**src/rtl/cpu_types_pkg.sv**
```systemverilog
// Purpose: shared types for the pipeline hazard controller.
//   REG_W       register-specifier width
//   CNT_W       performance counter width (used when HAZARD_PERF_EN is defined)
//   regbits_t   register specifier
//   hazard_state_t  controller FSM state
//   latch_ctrl_t    PC / pipeline latch enable and flush bundle
package cpu_types_pkg;

    localparam int unsigned REG_W = 5;
    localparam int unsigned CNT_W = 32;

    typedef logic [REG_W-1:0] regbits_t;

    typedef enum logic [1:0] {
        RUN       = 2'd0,
        LU_BUBBLE = 2'd1,
        DWAIT     = 2'd2,
        HALT      = 2'd3
    } hazard_state_t;

    typedef struct packed {
        logic pc_en;
        logic ifid_en;
        logic idex_en;
        logic exmem_en;
        logic memwb_en;
        logic ifid_flush;
        logic idex_flush;
        logic exmem_flush;
    } latch_ctrl_t;

    localparam latch_ctrl_t CTRL_RUN = '{
        pc_en: 1'b1, ifid_en: 1'b1, idex_en: 1'b1, exmem_en: 1'b1, memwb_en: 1'b1,
        ifid_flush: 1'b0, idex_flush: 1'b0, exmem_flush: 1'b0
    };

    localparam latch_ctrl_t CTRL_FREEZE = '{
        pc_en: 1'b0, ifid_en: 1'b0, idex_en: 1'b0, exmem_en: 1'b0, memwb_en: 1'b0,
        ifid_flush: 1'b0, idex_flush: 1'b0, exmem_flush: 1'b0
    };

    // Saturating increment for the performance counters.
    function automatic logic [CNT_W-1:0] sat_inc(input logic [CNT_W-1:0] v);
        return (&v) ? v : v + CNT_W'(1);
    endfunction

endpackage

```
**src/rtl/hazard_control_unit_if.sv**
```systemverilog
// Purpose: pipeline <-> hazard controller signal bundle.
//   master: pipeline side (drives stage status, receives enables/flushes)
//   slave : hazard controller side
// Optional perf counters (stall_cycles, flush_events) exist only with HAZARD_PERF_EN.
interface hazard_control_unit_if;
    import cpu_types_pkg::*;

    regbits_t id_rs;
    regbits_t id_rt;
    logic     id_uses_rt;
    logic     ex_memREN;
    regbits_t ex_dest;
    logic     mem_dmemREN;
    logic     mem_dmemWEN;
    logic     dhit;
    logic     ihit;
    logic     mem_redirect;
    logic     mem_halt;

    logic     pc_en;
    logic     ifid_en;
    logic     idex_en;
    logic     exmem_en;
    logic     memwb_en;
    logic     ifid_flush;
    logic     idex_flush;
    logic     exmem_flush;
    logic     halted;
`ifdef HAZARD_PERF_EN
    logic [CNT_W-1:0] stall_cycles;
    logic [CNT_W-1:0] flush_events;
`endif

    modport master (
        output id_rs, id_rt, id_uses_rt, ex_memREN, ex_dest, mem_dmemREN, mem_dmemWEN,
               dhit, ihit, mem_redirect, mem_halt,
        input  pc_en, ifid_en, idex_en, exmem_en, memwb_en,
               ifid_flush, idex_flush, exmem_flush, halted
`ifdef HAZARD_PERF_EN
        , input stall_cycles, flush_events
`endif
    );

    modport slave (
        input  id_rs, id_rt, id_uses_rt, ex_memREN, ex_dest, mem_dmemREN, mem_dmemWEN,
               dhit, ihit, mem_redirect, mem_halt,
        output pc_en, ifid_en, idex_en, exmem_en, memwb_en,
               ifid_flush, idex_flush, exmem_flush, halted
`ifdef HAZARD_PERF_EN
        , output stall_cycles, flush_events
`endif
    );

endinterface

```
**src/rtl/load_use_detect.sv**
```systemverilog
// Purpose: combinational load-use comparator (load in EX feeding a source of ID).
//   i_id_rs, i_id_rt, i_id_uses_rt : ID source specifiers
//   i_ex_memREN, i_ex_dest         : EX load flag and destination
//   o_lu_hazard_c                  : stall required
module load_use_detect
    import cpu_types_pkg::*;
(
    input  regbits_t i_id_rs,
    input  regbits_t i_id_rt,
    input  logic     i_id_uses_rt,
    input  logic     i_ex_memREN,
    input  regbits_t i_ex_dest,
    output logic     o_lu_hazard_c
);

    logic w_rs_match;
    logic w_rt_match;

    assign w_rs_match = (i_ex_dest == i_id_rs);
    assign w_rt_match = i_id_uses_rt && (i_ex_dest == i_id_rt);

    // $zero is never a real producer.
    assign o_lu_hazard_c = i_ex_memREN && (i_ex_dest != '0) && (w_rs_match || w_rt_match);

endmodule

```
**src/rtl/hazard_control_unit.sv**
```systemverilog
// Purpose: stall/flush controller for the 5-stage pipeline.
//   CLK, RST : clock, synchronous active-high reset
//   bus      : hazard_control_unit_if.slave (stage status in, PC/latch enable+flush out, halted)
// Optional feature macro HAZARD_PERF_EN adds saturating stall_cycles / flush_events counters.
module hazard_control_unit
    import cpu_types_pkg::*;
(
    input  logic                  CLK,
    input  logic                  RST,
    hazard_control_unit_if.slave  bus
);

    hazard_state_t r_state;
    hazard_state_t w_next;
    logic          r_halted;
    latch_ctrl_t   w_ctrl;
    logic          w_lu_hazard;
    logic          w_dmem_req;
`ifdef HAZARD_PERF_EN
    logic             w_redirect_fire;
    logic [CNT_W-1:0] r_stall_cycles;
    logic [CNT_W-1:0] r_flush_events;
`endif

    load_use_detect u_load_use_detect (
        .i_id_rs       (bus.id_rs),
        .i_id_rt       (bus.id_rt),
        .i_id_uses_rt  (bus.id_uses_rt),
        .i_ex_memREN   (bus.ex_memREN),
        .i_ex_dest     (bus.ex_dest),
        .o_lu_hazard_c (w_lu_hazard)
    );

    assign w_dmem_req = bus.mem_dmemREN || bus.mem_dmemWEN;

    // State register.
    always_ff @(posedge CLK) begin
        if (RST) begin
            r_state  <= RUN;
            r_halted <= 1'b0;
        end else begin
            r_state  <= w_next;
            r_halted <= (w_next == HALT);
        end
    end

    // Next state and enables; the first matching rule wins.
    always_comb begin
        w_next = RUN;
        w_ctrl = CTRL_RUN;
`ifdef HAZARD_PERF_EN
        w_redirect_fire = 1'b0;
`endif
        if (RST) begin
            w_ctrl = CTRL_FREEZE;
        end else if (r_state == HALT) begin
            w_ctrl = CTRL_FREEZE;
            w_next = HALT;
        end else if ((r_state == DWAIT) && !bus.dhit) begin
            w_ctrl = CTRL_FREEZE;
            w_next = DWAIT;
        end else if (bus.mem_halt) begin
            w_ctrl = CTRL_FREEZE;
            w_next = HALT;
        end else if ((r_state != DWAIT) && w_dmem_req && !bus.dhit) begin
            // The DWAIT release cycle skips this rule: its dhit already arrived.
            w_ctrl = CTRL_FREEZE;
            w_next = DWAIT;
        end else if (bus.mem_redirect) begin
            w_ctrl.ifid_flush  = 1'b1;
            w_ctrl.idex_flush  = 1'b1;
            w_ctrl.exmem_flush = 1'b1;
`ifdef HAZARD_PERF_EN
            w_redirect_fire    = 1'b1;
`endif
        end else if (w_lu_hazard && (r_state != LU_BUBBLE)) begin
            // Hold PC and IF/ID, inject a bubble into ID/EX.
            w_ctrl.pc_en      = 1'b0;
            w_ctrl.ifid_en    = 1'b0;
            w_ctrl.idex_flush = 1'b1;
            w_next            = LU_BUBBLE;
        end else if (!bus.ihit) begin
            w_ctrl.pc_en      = 1'b0;
            w_ctrl.ifid_flush = 1'b1;
        end
    end

    assign bus.pc_en       = w_ctrl.pc_en;
    assign bus.ifid_en     = w_ctrl.ifid_en;
    assign bus.idex_en     = w_ctrl.idex_en;
    assign bus.exmem_en    = w_ctrl.exmem_en;
    assign bus.memwb_en    = w_ctrl.memwb_en;
    assign bus.ifid_flush  = w_ctrl.ifid_flush;
    assign bus.idex_flush  = w_ctrl.idex_flush;
    assign bus.exmem_flush = w_ctrl.exmem_flush;
    assign bus.halted      = r_halted && !RST;

`ifdef HAZARD_PERF_EN
    // Saturating performance counters.
    always_ff @(posedge CLK) begin
        if (RST) begin
            r_stall_cycles <= '0;
            r_flush_events <= '0;
        end else begin
            if (!w_ctrl.pc_en && (r_state != HALT)) begin
                r_stall_cycles <= sat_inc(r_stall_cycles);
            end
            if (w_redirect_fire) begin
                r_flush_events <= sat_inc(r_flush_events);
            end
        end
    end

    assign bus.stall_cycles = r_stall_cycles;
    assign bus.flush_events = r_flush_events;
`endif

endmodule

```
**src/flat_wrapper.sv**
```systemverilog
// flat-port wrapper written by rule: the top's interface ports become plain ports
module hazard_control_unit_flat import cpu_types_pkg::*;
  (CLK, RST, bus_id_rs, bus_id_rt, bus_id_uses_rt, bus_ex_memREN, bus_ex_dest, bus_mem_dmemREN, bus_mem_dmemWEN, bus_dhit, bus_ihit, bus_mem_redirect, bus_mem_halt, bus_pc_en, bus_ifid_en, bus_idex_en, bus_exmem_en, bus_memwb_en, bus_ifid_flush, bus_idex_flush, bus_exmem_flush, bus_halted);
  hazard_control_unit_if bus_i ();
  input  logic CLK;
  input  logic RST;
  input wire logic [$bits(bus_i.id_rs)-1:0] bus_id_rs;
  input wire logic [$bits(bus_i.id_rt)-1:0] bus_id_rt;
  input wire logic [$bits(bus_i.id_uses_rt)-1:0] bus_id_uses_rt;
  input wire logic [$bits(bus_i.ex_memREN)-1:0] bus_ex_memREN;
  input wire logic [$bits(bus_i.ex_dest)-1:0] bus_ex_dest;
  input wire logic [$bits(bus_i.mem_dmemREN)-1:0] bus_mem_dmemREN;
  input wire logic [$bits(bus_i.mem_dmemWEN)-1:0] bus_mem_dmemWEN;
  input wire logic [$bits(bus_i.dhit)-1:0] bus_dhit;
  input wire logic [$bits(bus_i.ihit)-1:0] bus_ihit;
  input wire logic [$bits(bus_i.mem_redirect)-1:0] bus_mem_redirect;
  input wire logic [$bits(bus_i.mem_halt)-1:0] bus_mem_halt;
  output wire logic [$bits(bus_i.pc_en)-1:0] bus_pc_en;
  output wire logic [$bits(bus_i.ifid_en)-1:0] bus_ifid_en;
  output wire logic [$bits(bus_i.idex_en)-1:0] bus_idex_en;
  output wire logic [$bits(bus_i.exmem_en)-1:0] bus_exmem_en;
  output wire logic [$bits(bus_i.memwb_en)-1:0] bus_memwb_en;
  output wire logic [$bits(bus_i.ifid_flush)-1:0] bus_ifid_flush;
  output wire logic [$bits(bus_i.idex_flush)-1:0] bus_idex_flush;
  output wire logic [$bits(bus_i.exmem_flush)-1:0] bus_exmem_flush;
  output wire logic [$bits(bus_i.halted)-1:0] bus_halted;
  assign bus_i.id_rs = bus_id_rs;
  assign bus_i.id_rt = bus_id_rt;
  assign bus_i.id_uses_rt = bus_id_uses_rt;
  assign bus_i.ex_memREN = bus_ex_memREN;
  assign bus_i.ex_dest = bus_ex_dest;
  assign bus_i.mem_dmemREN = bus_mem_dmemREN;
  assign bus_i.mem_dmemWEN = bus_mem_dmemWEN;
  assign bus_i.dhit = bus_dhit;
  assign bus_i.ihit = bus_ihit;
  assign bus_i.mem_redirect = bus_mem_redirect;
  assign bus_i.mem_halt = bus_mem_halt;
  assign bus_pc_en = bus_i.pc_en;
  assign bus_ifid_en = bus_i.ifid_en;
  assign bus_idex_en = bus_i.idex_en;
  assign bus_exmem_en = bus_i.exmem_en;
  assign bus_memwb_en = bus_i.memwb_en;
  assign bus_ifid_flush = bus_i.ifid_flush;
  assign bus_idex_flush = bus_i.idex_flush;
  assign bus_exmem_flush = bus_i.exmem_flush;
  assign bus_halted = bus_i.halted;
  hazard_control_unit u_core (.CLK(CLK), .RST(RST), .bus(bus_i));
endmodule
```
**config.mk**
```make
export PLATFORM = sky130hd
export DESIGN_NAME = hazard_control_unit_flat
export DESIGN_NICKNAME = d
export VERILOG_FILES = /design/src/rtl/cpu_types_pkg.sv /design/src/rtl/hazard_control_unit_if.sv /design/src/rtl/load_use_detect.sv /design/src/rtl/hazard_control_unit.sv /design/src/flat_wrapper.sv
export SDC_FILE = /design/constraint.sdc
export NUM_CORES = 1
export LEC_CHECK = 0
export ABC_AREA = 1
export BUFFER_PORTS_ARGS = -buffer_cell sky130_fd_sc_hd__buf_2
export CAP_MARGIN = 20
export CORE_AREA = 8 8 45 47
export DETAILED_ROUTE_END_ITERATION = 12
export DIE_AREA = 0 0 53 55
export GPL_TIMING_DRIVEN = 0
export PLACE_DENSITY = 0.78
export SYNTH_ARGS = -nofsm -noshare
export SYNTH_HDL_FRONTEND = slang
export SYNTH_SLANG_ARGS = --single-unit
```
**constraint.sdc**
```tcl
create_clock -name CLK -period 1.15 [get_ports CLK]
set_clock_uncertainty 0.2 [all_clocks]
set_input_delay 0.1725 -clock CLK [delete_from_list [all_inputs] [get_ports CLK]]
set_output_delay 0.1725 -clock CLK [all_outputs]
set_load 0.02 [all_outputs]
```
==> results of run 1 <==
synthesized netlist by cell type:
| cell type | count |
|---|---|
| o21ai_0 | 1 |
| nor2_2 | 2 |
| dfxtp_1 | 3 |
| inv_1 | 21 |
| a21oi_1 | 3 |
| nand4_1 | 1 |
| nor2_1 | 13 |
| buf_4 | 2 |
| nand2_1 | 34 |
| o21a_1 | 1 |
| nand3_1 | 5 |
| inv_2 | 4 |
| xnor2_1 | 1 |
| nand2_2 | 2 |
state kept, by name (all words and copies together), names as in the netlist:
name,count
u_core.r_halted,1
u_core.r_state,2
cell families after synthesis:
logic type | Yosys count | synth area share [%]
AND/OR/NAND/NOR | 57 | 53.14
buffers and inverters | 27 | 24.86
AO/OA/AOI/OAI | 5 | 6.284
flip-flops | 3 | 13.71
XOR/XNOR | 1 | 2.000
power breakdown:
part / leakage [nW] / internal [mW] / switching, mW / total [mW]
clock network: 0.0150 / 0.130 / 0.0572 / 0.187
registers: 0.0258 / 0.114 / 0.00594 / 0.120
logic: 0.444 / 0.115 / 0.142 / 0.257
critical path, delay by kind of cell, from the launching register on:
kind	cells	cell delay (ns)
compound gates	1	0.12
buf+inv	3	0.24
flops	1	0.33
simple gates	5	0.45
path summary, 6_finish.rpt:
kind,endpoint,startpoint,depth (start not counted),slack [ns]
setup / recovery,bus_ifid_flush,u_core.r_state[0]$_SDFF_PP0_,9,-0.60
hold / removal,u_core.r_state[0]$_SDFF_PP0_,bus_mem_halt,5,0.05
setup reg to reg,u_core.r_halted$_SDFF_PP0_,u_core.r_state[0]$_SDFF_PP0_,8,-0.11
hold reg to reg,u_core.r_state[0]$_SDFF_PP0_,u_core.r_state[0]$_SDFF_PP0_,4,0.39
cell usage in the layout (no fill, tap or decap), drive strengths merged:
master / n
nand2: 36
buf: 36
inv: 25
nor2: 15
nand3: 5
clkbuf: 4
dfxtp: 3
a21oi: 3
xnor2: 1
o21a: 1
o21ai: 1
nand4: 1
final cells by class:
type	count	area, um^2
Clock buffer	4	26.28
Timing Repair Buffer	34	221.5
Buffer	2	18.77
Sequential cell	3	63.81
Tap cell	16	20.02
Inverter	25	93.84
Multi-Input combinational cell	63	345.3
Fill cell	133	594.3
stage by stage:
step | instances | cell area, um^2 | util [%] | hold slack (ns)
2_1_floorplan | 93 | 501.7 | - | 0.1597
3_3_place_gp | 142 | 686.9 | 49.64 | 0.2871
3_5_place_dp | 142 | 686.9 | 49.64 | 0.3009
4_1_cts | 147 | 777.0 | 56.15 | 0.05503
5_1_grt | 147 | 789.5 | 57.05 | 0.06470
6_report | 147 | 789.5 | 57.05 | 0.04794
per-layer routing:
layer | vias up | track usage (%) | share of wire (%)
li1 | 344 | - | -
met1 | 264 | 10.00 | 39
met2 | 24 | 18.36 | 51
met3 | 2 | 2.941 | 8.4
met4 | 0 | 6.466 | 1.2
met5 | - | 0 | 0
what timing repair did:
item | in CTS | in global routing
setup endpoints to repair | 11 | 12
pin swaps | 1 | 3
gates resized for setup | 18 | 5
buffers inserted | 1 | 0
==> results.json, run 1 <==
{
  "outcome": "finished, violations left",
  "violations": "setup timing",
  "grt_overflow_total": 0,
  "p_leak_nw": 0.4847,
  "rsz0062_at_grt": "yes",
  "cp_data_arrival_time_ns": 1.38,
  "period_share_pct": 152.2,
  "synthesis.area_um2": 437.9,
  "crit_path_cell_trace": "inv_2 > nand2_2 > nor2_1 > inv_1 > nand3_2 > nor2_4 > nand2_4 > a21oi_4 > buf_6",
  "critPathMaxFanout": 4,
  "core-area_um2": 1384,
  "num_antenna_cells": 0,
  "layout-drive-gt1-share_pct": 48.85,
  "ctsRootBufferMaster": "clkbuf_4",
  "place.gp.congestion": 0.6811,
  "synth_top_area_share_pct": 29.14,
  "start_util_pct": 31.65,
  "vias": 634,
  "hold_viol": 0,
  "setup_slack_ns": -0.6001,
  "grt_max_degree": 6,
  "fin_setup_tns_ns": -4.739,
  "die_w_um": 53,
  "wl_um": 1365,
  "synth_cell_types": 14,
  "worst_pin_slew_ns": 0.3335,
  "maxSlewViolCount": 0,
  "ir_drop_mv": 0.2286,
  "io_pins": 34,
  "cts_tree": "built",
  "synth-warning-count": 0,
  "cts.clk_slew.worst_paths_ns": 0.04,
  "nNetsFinal": 157,
  "detail-route-antenna-nets": 0,
  "syn_inst": 93,
  "antenna_found_initial": 0,
  "hold_buffers": 0,
  "die_y_um": 55,
  "start_kind": "flop",
  "wl_per_cell_um": 9.286,
  "cts.sinks": 3,
  "crit_type": "reg2out",
  "dp_slack_ns": -0.4099,
  "die_area_um2": 2915,
  "cts_buffer_depth": 2,
  "cp-end-kind": "primary output",
  "avgSynthCellArea_um2": 4.709,
  "relSlewSlack_pct": 77.74,
  "port_buffers": 33,
  "rows": 14,
  "finalPower_mw": 0.5644,
  "synth-seq-area-share_pct": 13.71,
  "vias_per_cell": 4.313,
  "fmax_mhz": 571.4,
  "drv_cap": 0,
  "grt_pass1_wl_um": 2235,
  "cpMaxStageDelayCell": "dfxtp_2",
  "holdCritPathClass": "in2reg",
  "grt_pass1_vias": 606,
  "first_pass_iters": 4,
  "syn_to_final_growth_pct": 80.29,
  "min_period_ns": 1.750,
  "synth_seq_cells": 3,
  "insertion_delay_ns": 0.24,
  "first_iter_violations": 8,
  "grt_use_total_pct": 10.15,
  "setup_viol": 11,
  "drc": 0,
  "htree_levels": 1,
  "synthesis.nets": 118,
  "cp.required_ns": 0.78,
  "numCtsBuffers": 3,
  "synth_area_leader_cell": "nand2_1",
  "powerDensity_nw_per_um2": 714.8,
  "hpwl_um": 1169,
  "cpPeakStageDelay_ns": 0.33,
  "synth.area.top_cells": "nand2_1 29%, inv_1 18%, dfxtp_1 14%"
}
Power figures use the tool's default switching activity.
==> run 2, diff against run 1 <==
--- a/config.mk
+++ b/config.mk
@@ -8,11 +8,15 @@
 export ABC_AREA = 1
 export BUFFER_PORTS_ARGS = -buffer_cell sky130_fd_sc_hd__buf_2
 export CAP_MARGIN = 20
-export CORE_AREA = 8 8 45 47
+export CELL_PAD_IN_SITES_DETAIL_PLACEMENT = 0
+export CELL_PAD_IN_SITES_GLOBAL_PLACEMENT = 1
+export CORE_ASPECT_RATIO = 0.75
+export CORE_MARGIN = 8
+export CORE_UTILIZATION = 19
 export DETAILED_ROUTE_END_ITERATION = 12
-export DIE_AREA = 0 0 53 55
 export GPL_TIMING_DRIVEN = 0
 export PLACE_DENSITY = 0.78
+export SKIP_CTS_REPAIR_TIMING = 1
 export SYNTH_ARGS = -nofsm -noshare
 export SYNTH_HDL_FRONTEND = slang
 export SYNTH_SLANG_ARGS = --single-unit
==> run 2 against run 1 <==
  * The flow still finishes with violations (setup timing)
  * Total power down 2.3%
  * Highest routed layer is now met3
  * Global-route usage down 3.7 points
  * Largest power group unchanged
  * Final area down 1.4%
  * Largest cell class unchanged
  * Clock-buffer cell count unchanged
  * Critical path type unchanged
==> results.json, run 2 (same netlist as run 1, synthesis figures left out) <==
{
  "reg_top3": "u_core.r_state (2), u_core.r_halted (1)",
  "hpwl_um": 1233,
  "final_util_pct": 34.85,
  "ctsRootBufferMaster": "clkbuf_4",
  "grtUsageMet2_pct": 10.70,
  "vias_per_cell": 3.833,
  "cpMaxStageDelayCell": "dfxtp_2",
  "cp.buffers_inverters": 3,
  "whs_ns": 0.07579,
  "setup_viol": 11,
  "use_met3_pct": 1.748,
  "grt_pass1_wl_um": 2256,
  "violations": "setup timing",
  "first_iter_violations": 20,
  "die_y_um": 57.58,
  "final_cell_mix": "32 x nand2_1, 25 x buf_2, 19 x inv_1",
  "start_kind": "flop",
  "powerDensity_nw_per_um2": 708.4,
  "layout-drive-gt1-share_pct": 45.04,
  "fin_area_um2": 778.2,
  "fin_setup_tns_ns": -4.533,
  "setup_slack_ns": -0.5972,
  "cp.required_ns": 0.78,
  "antenna_found_initial": 0,
  "critPathMaxFanout": 5,
  "cp-end-kind": "primary output",
  "relSlewSlack_pct": 79.13,
  "cts.clk_slew.worst_paths_ns": 0.04,
  "holdCritPathClass": "in2reg",
  "start_util_pct": 19.61,
  "nNetsFinal": 157,
  "insertion_delay_ns": 0.23,
  "maxSlewViolCount": 0,
  "drv_cap": 0,
  "cpPeakStageDelay_ns": 0.33,
  "fillers": 242,
  "fmax_mhz": 572.3,
  "wl_per_cell_um": 8.583,
  "grt_overflow_total": 0,
  "grt_pass1_vias": 589,
  "placed_area_um2": 698.2,
  "htree_levels": 1,
  "worst_pin_slew_ns": 0.3127,
  "core-area_um2": 2233,
  "largest_reg_flops": 2,
  "syn_to_final_growth_pct": 77.71,
  "min_period_ns": 1.747,
  "cp_data_arrival_time_ns": 1.37,
  "outcome": "finished, violations left",
  "period_share_pct": 151.9,
  "numCtsBuffers": 3,
  "die_area_um2": 4113,
  "vias": 598,
  "first_pass_iters": 3,
  "crit_path_cell_trace": "inv_2 > nand2_2 > nor2_1 > inv_1 > nand3_2 > nor2_4 > nand2_4 > a21oi_4 > buf_6",
  "cts.sinks": 3,
  "die_w_um": 71.44,
  "critPathTopFamily": "simple AND/OR/NAND/NOR gates",
  "place.gp.congestion": 0.7477,
  "top_usage_layer": "met2",
  "rows": 15,
  "rsz0062_at_grt": "yes",
  "grt_use_total_pct": 6.428,
  "cts_buffer_depth": 2,
  "crit_type": "reg2out",
  "hold_viol": 0,
  "met1_usage_pct": 7.556,
  "ir_drop_mv": 0.3363,
  "detail-route-antenna-nets": 0,
  "final_common_cell": "nand2_1",
  "p_leak_nw": 0.4817,
  "port_buffers": 33,
  "largest_register": "u_core.r_state",
  "drc": 0,
  "grt_max_degree": 6,
  "io_pins": 34,
  "cts_tree": "built",
  "num_antenna_cells": 0,
  "wl_um": 1339
}
==> run 2: changes by cell type in the layout (fill, tap and decap cells not counted) <==
cell and delta:
dfxtp_2 -1, inv_2 -1, inv_1 +1, nand2_1 +1, nand3_1 +1, dfxtp_1 +1, nor2_1 +1, nand3_2 -1
nor2_4 -1, buf_2 +1, buf_6 -1, nand2_2 -1
==> run 2: through the flow <==
step                power (mW)  instances  setup WS, ns
global placement        0.3464        151       -0.4068
CTS                     0.5380        155       -0.6553
global route            0.5919        156       -0.6801
detailed placement      0.3500        151       -0.4155
finish                  0.5513        156       -0.5972
floorplan               0.2634         93       -0.3495
==> run 2: final timing paths <==
kind	startpoint	end	slack (ns)	cells past startpoint
worst max-delay path	u_core.r_state[0]$_SDFF_PP0_	bus_ifid_flush	-0.60	9
worst min-delay path	bus_mem_halt	u_core.r_state[0]$_SDFF_PP0_	0.08	5
worst max register to register	u_core.r_state[0]$_SDFF_PP0_	u_core.r_state[0]$_SDFF_PP0_	-0.06	8
worst min register to register	u_core.r_state[0]$_SDFF_PP0_	u_core.r_state[0]$_SDFF_PP0_	0.40	4
==> run 2: worst min-delay path, delay by kind of cell <==
family / cells / cell delay [ns]
AO/OA/AOI/OAI: 1 / 0.04
buffers and inverters: 2 / 0.14
AND/OR/NAND/NOR: 2 / 0.13
==> run 2: routing by layer <==
metal	wire [um]	share of wire, %
met5	0	0
met4	0	0
met3	80	6.0
met2	621	46
met1	637	48
==> run 2: area by class of cell <==
class	count	area (um^2)	share of cell area (%)
multi-input combinational	63	330.3	42.44
timing repair buffer	34	215.2	27.65
inverter	25	93.84	12.06
sequential	3	62.56	8.039
tap	25	31.28	4.019
clock buffer	4	26.28	3.376
buffer	2	18.77	2.412
==> run 2: power by group <==
| part | total, mW | switching [mW] | internal [mW] | leakage [nW] |
|---|---|---|---|---|
| Sequential | 0.119 | 0.00546 | 0.113 | 0.0253 |
| Clock | 0.183 | 0.0532 | 0.130 | 0.0150 |
| Combinational | 0.249 | 0.137 | 0.113 | 0.441 |
==> run 3, diff against run 2 <==
==> constraint.sdc (replaced) <==
create_clock -name CLK -period 1.15 [get_ports CLK]
set_clock_uncertainty 0.2 [all_clocks]
set_input_delay 0.1725 -clock CLK [delete_from_list [all_inputs] [get_ports CLK]]
set_output_delay 0.1725 -clock CLK [all_outputs]
set_load 0.05 [all_outputs]
==> run 3 against run 2 <==
  * The run still ends with setup timing left
  * Fmax is 3.4% lower
  * Routed wire length up 8.3%
  * Total power increased by 14%
  * Utilization up 3.2 points
  * Global-route usage rose by 0.33 points
  * Critical endpoint unchanged
  * Largest cell class unchanged
==> results.json, run 3 (same netlist as run 1, synthesis figures left out) <==
{
  "holdCritPathClass": "in2reg",
  "maxSlewViolCount": 0,
  "grt_pass1_wl_um": 2346,
  "hpwl_um": 1245,
  "htree_levels": 1,
  "place.gp.congestion": 0.7280,
  "reg_top3": "u_core.r_state (2), u_core.r_halted (1)",
  "ir_drop_mv": 0.2053,
  "rrSetupSlack_ns": -0.11,
  "cp.buffers_inverters": 1,
  "grt_overflow_total": 0,
  "min_to": "u_core.r_state[0]$_SDFF_PP0_",
  "dp_slack_ns": -0.5160,
  "die_w_um": 71.44,
  "ctsRootBufferMaster": "clkbuf_4",
  "io_pins": 34,
  "nNetsFinal": 160,
  "cp_data_arrival_time_ns": 1.44,
  "cpPeakStageDelay_ns": 0.33,
  "grt_max_degree": 6,
  "port_buffers": 33,
  "largest_register": "u_core.r_state",
  "vias_per_cell": 3.925,
  "final_util_pct": 38.10,
  "final_common_cell": "nand2_1",
  "cp.depth": 6,
  "powerDensity_nw_per_um2": 739.4,
  "crit_path_cell_trace": "a21oi_2 > nand3_4 > nor2_4 > nand2_4 > a21oi_4 > buf_6",
  "worst_pin_slew_ns": 0.3391,
  "die_area_um2": 4113,
  "numCtsBuffers": 3,
  "first_pass_iters": 4,
  "fin_setup_tns_ns": -5.200,
  "wl_um": 1450,
  "start_kind": "flop",
  "cts_buffer_depth": 2,
  "core-area_um2": 2233,
  "critPathMaxFanout": 5,
  "finalPower_mw": 0.6291,
  "rows": 15,
  "cts_tree": "built",
  "layout-drive-gt1-share_pct": 52.99,
  "wl_per_cell_um": 9.119,
  "largest_reg_flops": 2,
  "relSlewSlack_pct": 77.37,
  "setup_slack_ns": -0.6581,
  "fmax_mhz": 553.1,
  "period_share_pct": 157.2,
  "hold_viol": 0,
  "violations": "setup timing",
  "critPathTopFamily": "simple AND/OR/NAND/NOR gates",
  "cp-end-kind": "primary output",
  "cp.required_ns": 0.78,
  "num_antenna_cells": 0,
  "p_leak_nw": 0.4948,
  "die_y_um": 57.58,
  "place_inst": 151,
  "min_period_ns": 1.808,
  "start_util_pct": 19.61,
  "drc": 0,
  "syn_to_final_growth_pct": 94.29,
  "grt_use_total_pct": 6.753,
  "worst_r2r_path_depth": 8,
  "final_cell_mix": "31 x nand2_1, 24 x buf_2, 15 x inv_1",
  "outcome": "finished, violations left",
  "cts.clk_slew.worst_paths_ns": 0.04,
  "antenna_found_initial": 0,
  "cpMaxStageDelayCell": "dfxtp_2",
  "stdcell_count": 159,
  "r2r-end": "u_core.r_halted$_SDFF_PP0_",
  "worstHoldPathCells": 5,
  "cts.sinks": 3,
  "first_iter_violations": 18,
  "setup_viol": 12,
  "insertion_delay_ns": 0.23,
  "reg2reg_from": "u_core.r_state[0]$_SDFF_PP0_",
  "rsz0062_at_grt": "yes",
  "drv_cap": 0,
  "grt_pass1_vias": 625,
  "crit_type": "reg2out",
  "vias": 624,
  "detail-route-antenna-nets": 0,
  "hold_start": "bus_mem_halt"
}
## run 3: changes by cell type in the layout (fill, tap and decap cells not counted), moves of 2 or more
cell,change
buf_8,+3
inv_1,-4
inv_2,+3
nor2_1,-2
nor2_2,+2
## run 3: worst min-delay path: cells and delay by family
kind | cells | cell delay, ns
AO/OA/AOI/OAI | 1 | 0.04
buffers and inverters | 2 | 0.12
AND/OR/NAND/NOR | 2 | 0.13
## run 3: cell type report
class                   instances  area (um^2)
fillers                       255         1383
multi-input cells              63        350.3
repair buffers                 37        262.8
inverters                      25        97.59
flip-flops and latches          3        63.81
well taps                      25        31.28
clock buffers                   4        26.28
plain buffers                   2        18.77
## run 3: through the flow
stage | area (um^2) | hold slack (ns)
2_1_floorplan | 508.0 | 0.1597
3_3_place_gp | 704.4 | 0.3009
3_5_place_dp | 704.4 | 0.3014
4_1_cts | 730.7 | 0.06486
5_1_grt | 850.8 | 0.1012
6_report | 850.8 | 0.07735
## run 3: per-layer routing
metal  vias up  part of all wire [%]  global-route usage [%]
li1        347                     -                       -
met1       257                    46                   7.556
met2        20                    49                   11.10
met3         0                   5.5                   2.797
met4         0                     0                   2.655
met5         -                     0                       0
## run 3: worst max path at each step
stage	start	slack, ns	endpoint
floorplan	u_core.r_state[0]$_SDFF_PP0_	-0.66	bus_ifid_flush
global placement	bus_ex_dest[0]	-0.50	bus_ifid_en
detailed placement	bus_mem_dmemWEN	-0.52	bus_ifid_flush
CTS	u_core.r_state[0]$_SDFF_PP0_	-0.77	bus_ifid_flush
global route	u_core.r_state[0]$_SDFF_PP0_	-0.75	bus_ifid_flush
finish	u_core.r_state[1]$_SDFF_PP0_	-0.66	bus_ifid_flush
## run 3: where the power goes
group / leakage, nW / switching, mW / total (mW) / internal, mW
Combinational: 0.454 / 0.188 / 0.324 / 0.136
Sequential: 0.0258 / 0.00629 / 0.120 / 0.114
Clock: 0.0150 / 0.0546 / 0.185 / 0.130
